File: config.mk
export PLATFORM = sky130hd
export DESIGN_NAME = pci_rr_arbiter
export DESIGN_NICKNAME = d
export VERILOG_FILES = /design/src/rtl/pci_rr_arbiter.sv
export SDC_FILE = /design/constraint.sdc
export NUM_CORES = 1
export LEC_CHECK = 0
export ABC_AREA = 1
export CAP_MARGIN = 20
export CORE_MARGIN = 5
export CORE_UTILIZATION = 45
export DETAILED_ROUTE_END_ITERATION = 12
export DONT_BUFFER_PORTS = 1
export GPL_TIMING_DRIVEN = 1
export SLEW_MARGIN = 20
export SYNTH_ARGS = -nofsm -noshare
export SYNTH_HDL_FRONTEND = slang
export SYNTH_SLANG_ARGS = --single-unit
File: constraint.sdc
create_clock -name pci_clk -period 5.6 [get_ports pci_clk]
set_input_delay 1.12 -clock pci_clk [delete_from_list [all_inputs] [get_ports pci_clk]]
set_output_delay 1.12 -clock pci_clk [all_outputs]
set_load 0.005 [all_outputs]
File: src/rtl/pci_rr_arbiter.sv
// Round-robin PCI central arbiter with a mandatory idle-grant gap and grant timeout.
// Define PCI_ARB_PARK_EN to park the bus on PARK_MASTER when no master is requesting.
module pci_rr_arbiter #(
    parameter int NUM_MASTERS = 4,
    parameter int TIMEOUT     = 16,
    parameter int PARK_MASTER = 0,
    localparam int OWNER_W    = (NUM_MASTERS > 1) ? $clog2(NUM_MASTERS) : 1
) (
    input  logic                   pci_clk,
    input  logic                   pci_reset_comb,
    input  logic [NUM_MASTERS-1:0] req_n,
    input  logic                   frame_n,
    input  logic                   irdy_n,
    input  logic                   arbitration_enable,
    output logic [NUM_MASTERS-1:0] gnt_n,
    output logic [OWNER_W-1:0]     owner,
    output logic                   owner_valid,
    output logic                   timeout_pulse
);

    typedef enum logic [1:0] {S_IDLE, S_GRANTED, S_BUSY, S_GAP} state_t;
    typedef struct packed {
        logic               found;
        logic [OWNER_W-1:0] idx;
    } pick_t;

`ifdef PCI_ARB_PARK_EN
    localparam logic PARK_EN = 1'b1;
`else
    localparam logic PARK_EN = 1'b0;
`endif
    localparam logic [7:0]         TO_LAST  = 8'(TIMEOUT - 1);
    localparam logic [OWNER_W-1:0] PARK_IDX = OWNER_W'(PARK_MASTER);

    state_t                 state;
    logic [NUM_MASTERS-1:0] req_q;
    logic                   frame_q;
    logic                   irdy_q;
    logic [7:0]             idle_cnt;
    logic                   excl_vld;
    logic [OWNER_W-1:0]     excl_idx;
    logic [NUM_MASTERS-1:0] req_m;
    logic [NUM_MASTERS-1:0] owner_oh;
    logic                   bus_idle;
    logic                   owner_req;
    logic                   others_req;
    pick_t                  win;

    function automatic logic [NUM_MASTERS-1:0] onehot(input logic [OWNER_W-1:0] idx);
        logic [NUM_MASTERS-1:0] v;
        v = '0;
        for (int i = 0; i < NUM_MASTERS; i++)
            if (idx == OWNER_W'(i)) v[i] = 1'b1;
        return v;
    endfunction

    // Scan upward from last+1 with wrap, so the previous owner is considered last.
    function automatic pick_t pick_next(input logic [NUM_MASTERS-1:0] req,
                                        input logic [OWNER_W-1:0]     last);
        pick_t p;
        int    idx;
        p = '0;
        for (int d = 1; d <= NUM_MASTERS; d++) begin
            idx = int'(last) + d;
            if (idx >= NUM_MASTERS) idx = idx - NUM_MASTERS;
            if (!p.found && req[idx]) begin
                p.found = 1'b1;
                p.idx   = OWNER_W'(idx);
            end
        end
        return p;
    endfunction

    always_comb begin
        bus_idle   = !frame_q && !irdy_q;
        owner_oh   = onehot(owner);
        owner_req  = |(req_q & owner_oh);
        others_req = |(req_q & ~owner_oh);
        req_m      = req_q;
        if (excl_vld) req_m = req_q & ~onehot(excl_idx);
        win        = pick_next(req_m, owner);
    end

    always_ff @(posedge pci_clk or posedge pci_reset_comb) begin
        if (pci_reset_comb) begin
            state         <= S_IDLE;
            req_q         <= '0;
            frame_q       <= 1'b0;
            irdy_q        <= 1'b0;
            gnt_n         <= '1;
            owner         <= '0;
            owner_valid   <= 1'b0;
            timeout_pulse <= 1'b0;
            idle_cnt      <= '0;
            excl_vld      <= 1'b0;
            excl_idx      <= '0;
        end else begin
            req_q         <= ~req_n;
            frame_q       <= ~frame_n;
            irdy_q        <= ~irdy_n;
            timeout_pulse <= 1'b0;
            case (state)
                S_IDLE: begin
                    // A parked master may start a cycle without ever requesting.
                    if (owner_valid && frame_q) begin
                        state <= S_BUSY;
                    end else if (owner_valid && !arbitration_enable) begin
                        gnt_n       <= '1;
                        owner_valid <= 1'b0;
                        state       <= S_GAP;
                    end else if (arbitration_enable && win.found) begin
                        if (!owner_valid || win.idx == owner) begin
                            gnt_n       <= ~onehot(win.idx);
                            owner       <= win.idx;
                            owner_valid <= 1'b1;
                            idle_cnt    <= '0;
                            state       <= S_GRANTED;
                        end else begin
                            gnt_n       <= '1;
                            owner_valid <= 1'b0;
                            state       <= S_GAP;
                        end
                    end else if (PARK_EN && arbitration_enable && !owner_valid) begin
                        gnt_n       <= ~onehot(PARK_IDX);
                        owner       <= PARK_IDX;
                        owner_valid <= 1'b1;
                    end
                end
                S_GRANTED: begin
                    if (frame_q) begin
                        state <= S_BUSY;
                    end else if (!arbitration_enable || !owner_req) begin
                        gnt_n       <= '1;
                        owner_valid <= 1'b0;
                        state       <= S_GAP;
                    end else if (bus_idle) begin
                        if (idle_cnt == TO_LAST) begin
                            gnt_n         <= '1;
                            owner_valid   <= 1'b0;
                            timeout_pulse <= 1'b1;
                            excl_vld      <= 1'b1;
                            excl_idx      <= owner;
                            state         <= S_GAP;
                        end else begin
                            idle_cnt <= idle_cnt + 8'd1;
                        end
                    end else begin
                        idle_cnt <= '0;
                    end
                end
                S_BUSY: begin
                    if (!frame_q) begin
                        if (others_req || !owner_req) begin
                            gnt_n       <= '1;
                            owner_valid <= 1'b0;
                            state       <= S_GAP;
                        end else begin
                            idle_cnt <= '0;
                            state    <= S_GRANTED;
                        end
                    end
                end
                S_GAP: begin
                    excl_vld <= 1'b0;
                    if (arbitration_enable && win.found) begin
                        gnt_n       <= ~onehot(win.idx);
                        owner       <= win.idx;
                        owner_valid <= 1'b1;
                        idle_cnt    <= '0;
                        state       <= S_GRANTED;
                    end else if (PARK_EN && arbitration_enable) begin
                        gnt_n       <= ~onehot(PARK_IDX);
                        owner       <= PARK_IDX;
                        owner_valid <= 1'b1;
                        state       <= S_IDLE;
                    end else begin
                        state <= S_IDLE;
                    end
                end
                default: state <= S_IDLE;
            endcase
        end
    end

endmodule

## After elaboration in Yosys (flattened, before gate mapping)

Index checks and enable logic that the tools add are counted.

- Flip-flop bits (word level): 27
- Logic and storage cells: 234
- Output and inout bits: 8
- Input port bits: 9

- Bitwise logic cells: 12
- Multiplexer cells: 129
- Equality and inequality tests: 33
- Reduce and logical (&&, ||, !) cells: 32
- Order comparisons: 8
- Add/subtract/negate cells: 9

Operator list:

| operator | count |
|---|---|
| 32-bit by 4-bit < comparator with 1-bit output (second input constant) | 4 |
| 32-bit two-way mux | 4 |
| 8-bit two-way mux | 11 |
| 1-bit two-way mux | 73 |
| 4-bit two-way mux | 12 |
| 8-bit case mux with 4 select lines | 1 |
| 2-bit two-way mux | 15 |
| 2-bit inequality test (second input constant) | 12 |
| 4-bit inverter | 5 |
| 2-bit == test (second input constant) | 8 |
| 4-bit case mux with 4 select lines | 1 |
| 4-bit bitwise AND | 3 |
| 3-bit two-way mux | 4 |
| 3-bit inequality test (second input constant) | 4 |
| 4-bit inequality test (second input constant) | 3 |
| 3-bit by 3-bit subtractor with 4-bit output (second input constant) | 3 |
| 10-bit AND reduction | 1 |
| 5-bit AND reduction | 2 |
| 3-bit greater-or-equal comparator (second input constant) | 3 |
| 8-bit by 1-bit adder with 8-bit output (second input constant) | 1 |
| 1-bit binary-select mux with 2-bit select | 4 |
| 2-bit by 1-bit == test with 1-bit output (second input constant) | 4 |
| 8-bit by 4-bit == test with 1-bit output (second input constant) | 1 |
| 1-bit logical NOT | 8 |
| 19 further kinds | 36 |

## Longest topological paths before layout

- Depth after elaboration: 32
- Mapped depth: 17
- Depth with buffers taken out: 16

## Least setup slack after synthesis

No wires, ideal clock.

- Path type: input -> register
- From: in arbitration_enable
- To: reg idle_cnt[4]
- Data required time: 5.483 ns
- Library setup time: 0.117 ns
- Buffers on the path: 0
- Cell stages on the path: 9
- Slack: 3.425 ns
- Arrival: 2.058 ns
- Path through: inv_1 -> nor2_1 -> inv_1 -> nand2_1 -> nand3_1 -> nor3_4 -> nand3_4 -> nand2_1 -> nand2_1

- Word-level cells in the longest chain between the ends: 4
- Elaborated cells between the ends (all ways): 9
- Those cells by class: 4 x eq/ne; 5 x reduce/logical

Ends and longest elaborated chain:

| item | line | RTL |
|---|---|---|
| from (decl) | 14 | `input logic arbitration_enable,` |
| 1-bit logical NOT | 107, 132 |  |
| 1-bit logical OR / 1-bit logical AND (equally long branches) | 132, 107 |  |
| 2-bit inequality test (no line) | - |  |
| 10-bit AND reduction (no line) * | - |  |
| to (signal assigned) | 145 | `idle_cnt <= idle_cnt + 8'd1;` |
| to (decl) | 39 | `logic [7:0] idle_cnt;` |

Mark *: on every way between the ends. The rest lies on a longest branch, timed or not.
A chain may end at the register's enable or synchronous reset.

## Worst setup path in the final report

- From: reg owner[0]
- To: reg idle_cnt[6]

- Word-level cells in the longest chain between the ends: 20
- Elaborated cells between the ends (all ways): 63
- Those cells by class: 8 x add/sub; 4 x order compare; 9 x eq/ne; 24 x mux; 3 x bitwise; 15 x reduce/logical

Ends and longest elaborated chain:

| item | line | RTL |
|---|---|---|
| from (decl) | 16 | `output logic [OWNER_W-1:0] owner,` |
| from (signal assigned) | 114 | `owner <= win.idx;` |
| from (signal assigned) | 167 | `owner <= win.idx;` |
| 2-bit by 1-bit adder with 3-bit output | 64 | `idx = int'(last) + d;` |
| 3-bit by 3-bit subtractor with 4-bit output / 3-bit greater-or-equal comparator (equally long branches) | 65 | `if (idx >= NUM_MASTERS) idx = idx - NUM_MASTERS;` |
| 32-bit two-way mux | 65 |  |
| 1-bit binary-select mux with 2-bit select | 66 | `if (!p.found && req[idx]) begin` |
| 1-bit two-way mux (implied by the code) (2 in series) | 66 |  |
| 3-bit two-way mux | 66 |  |
| 1-bit logical NOT | 66 |  |
| 1-bit logical AND | 66 |  |
| [... 3 more ...] | - |  |
| 3-bit two-way mux | 66 |  |
| 1-bit logical NOT | 66 |  |
| 1-bit logical AND | 66 |  |
| 3-bit two-way mux | 66 |  |
| 2-bit == test | 112 | `if (!owner_valid \|\| win.idx == owner) begin` |
| 1-bit logical OR | 112 |  |
| 2-bit inequality test (no line) | - |  |
| 10-bit AND reduction (no line) * | - |  |

Mark *: on every way between the ends. The rest lies on a longest branch, timed or not. The select of a mux whose other input is x is not followed.

==> flow_summary.toml <==
[outcome]
outcome = "finished clean"

[grt]
grt_first_pass_wirelength_mm = 7.31
grt_pass1_vias = 1662
grt_overflow = 0
gr-usage-all-layers = 0.147
grt_max_degree = 28
antenna_found_initial = 0

[placed_design]
pre_cts_ws_ns = 2.98
portBuffers = 0
gp_congestion = 0.824
dp_hpwl_mm = 3.31

[worst_setup_path]
worstPathArrival_ns = 2.83
crit_required_ns = 5.77
crit_type = "reg -> reg"
end_kind = "register"
startpoint = "owner[0]"
startpoint_type = "register"
r2r-start = "owner[0]"
cp_max_fo = 12
r2r.worst_path.cells = 13

[synthesis]
synth_top_area_frac = 0.291
synth-async-reset-ratio = 1.00
synthDistinctLibCells = 34
synth_ff_type = "dfrtp_1"
syn_inst = 278
avgSynthCellArea_sq_um = 7.12
ys_warn_count = 0
yosysSeqAreaShare = 0.344
synth_edf_count = 0
syn_nets = 297
yosysTopAreaCell = "dfrtp_1"
ys_seq_elements = 27
synth_area_leaders = "dfrtp_1, nand2_1, nand3_1"
synthTopCellsByCount = "nand2_1, inv_1, nand3_1"
syn_area_sq_um = 1980
yosysMostFrequentCell = "nand2_1"

[drt]
dr.pass1.iters = 4
postRouteAntennaNets = 0
num_vias = 1782
wl_met2_mm = 2.02
vias_per_cell = 5.40
drt_iter0_drc = 104
wl_per_cell_um = 12.8
wl_met1_mm = 2.01
remaining_drc_errors = 0
wirelength_mm = 4.23
top_layer_used = "met4"
wl_met3_um = 127

[timing]
worst_slew_pin_slew_ns = 0.557
rsz0062_at_grt = "no"
fin_ws_ns = 2.94
slew_headroom = 0.628
period_share = 0.476
slew_violations = 0
fmax_mhz = 375
fin_crit_ns = 2.66
fin_skew_ns = 0.00413
setup_viol = 0
finalSetupTns_ns = 0
finalHoldViolations = 0

[clock_tree]
cts.hold.buffers_added = 0
clock-sinks = 27
tritoncts = "built"
clk_pin_slew_ns = 0.09
clock_path_buffers = 2
post_cts_resized = 0
root_buffer = "clkbuf_8"
cts_buffers = 3
post_cts_buffers = 0
clkLatencyLatePin_ns = 0.27
htree_num_levels = 1

[floorplanning]
die_w_um = 76.3
fp-row-count = 24
die_y_um = 76.3
coreArea_sq_um = 4320
die_area_sq_um = 5820
start_util = 0.458
ioPinCount = 17

[layout]
areaGrowthSynthToFinish_pct = 4.05
antennaDiodeCount = 0
layout-drive-gt1-share = 0.0899
final_nets = 298
fillCellCount = 465
final_util = 0.476

[worst_hold_path]
hold_path.class = "reg -> reg"
hp-start = "gnt_n[1]"
min_path_cells = 2

[pwr]
peakVddDrop_v = 0.000216
power_leakage_nw = 1.01
power_density_nw_per_um2 = 544

[flow_run]
drv_cap = 0
==> state kept, by name, indices dropped and copies added (netlist names) <==
register / flops
gnt_n: 4
excl_idx: 2
timeout_pulse: 1
frame_q: 1
idle_cnt: 8
state: 2
owner: 2
excl_vld: 1
owner_valid: 1
irdy_q: 1
req_q: 4
==> placed cells by master, fill, tap and decap left out, types with 3 or more instances in the layout <==
cell,count
nand3b_1,4
clkbuf_8,3
nand2_2,5
inv_1,36
nand3_2,3
o21ai_0,11
nand4_1,12
nand3_1,31
ha_1,10
a21oi_1,17
nor2_1,24
dfstp_2,4
dfrtp_1,23
nand2_1,70
nor3_1,4
==> routing by layer <==
layer / vias to the layer above / global-route usage
met5: - / 0
met4: 0 / 0.0559
met3: 5 / 0.0189
met2: 24 / 0.240
met1: 832 / 0.199
li1: 921 / -
==> path summary, 6_finish.rpt <==
kind | end | slack, ns
setup / recovery | idle_cnt[6] | 2.94
hold / removal | gnt_n[1] | 0.48
setup reg to reg | idle_cnt[6] | 2.94
hold reg to reg | gnt_n[1] | 0.48
max in group asynchronous | gnt_n[3] | 4.45
min in group asynchronous | idle_cnt[5] | 0.77
==> cell type report <==
class,instances,area (sq um),area share
tap,52,65.1,0.0316
sequential,27,681,0.330
clock buffer,3,41.3,0.0200
inverter,38,145,0.0705
multi-input combinational,209,1120,0.545
clock inverter,1,5.00,0.00243
==> where the power goes <==
| part | internal, mW | total (mW) | switching [mW] | leakage (nW) |
|---|---|---|---|---|
| clock network | 0.0499 | 0.109 | 0.0592 | 0.0255 |
| registers | 0.251 | 0.309 | 0.0582 | 0.340 |
| logic | 0.238 | 0.702 | 0.464 | 0.644 |
==> through the flow <==
step | cell area, sq um | power [mW] | instances | hold slack (ns)
finish | 2060 | 1.12 | 330 | 0.480
global route | 2060 | 1.24 | 330 | 0.507
CTS | 2060 | 1.13 | 330 | 0.486
detailed placement | 2010 | 1.01 | 326 | 0.470
global placement | 2010 | 1.01 | 326 | 0.469
floorplan | 1980 | 0.887 | 278 | 0.457
==> cell families after synthesis <==
kind of cell | share of synthesized area
flops | 0.344
xor+xnor | 0.00443
fa+ha+maj | 0.0632
buf+inv | 0.0891
compound gates | 0.116
simple gates | 0.384
==> worst max-delay path, stage by stage, from the launching register on <==
cell	delay [ns]
dfrtp_1	0.65
inv_4	0.12
ha_1	0.36
inv_1	0.12
nand3_1	0.10
nand2_1	0.13
a21boi_1	0.26
nand2_1	0.08
nor2_1	0.12
nand2_2	0.09
nand3_2	0.22
nand3_4	0.16
nand2_1	0.09
nand2_1	0.04
Power figures use the tool's default switching activity.
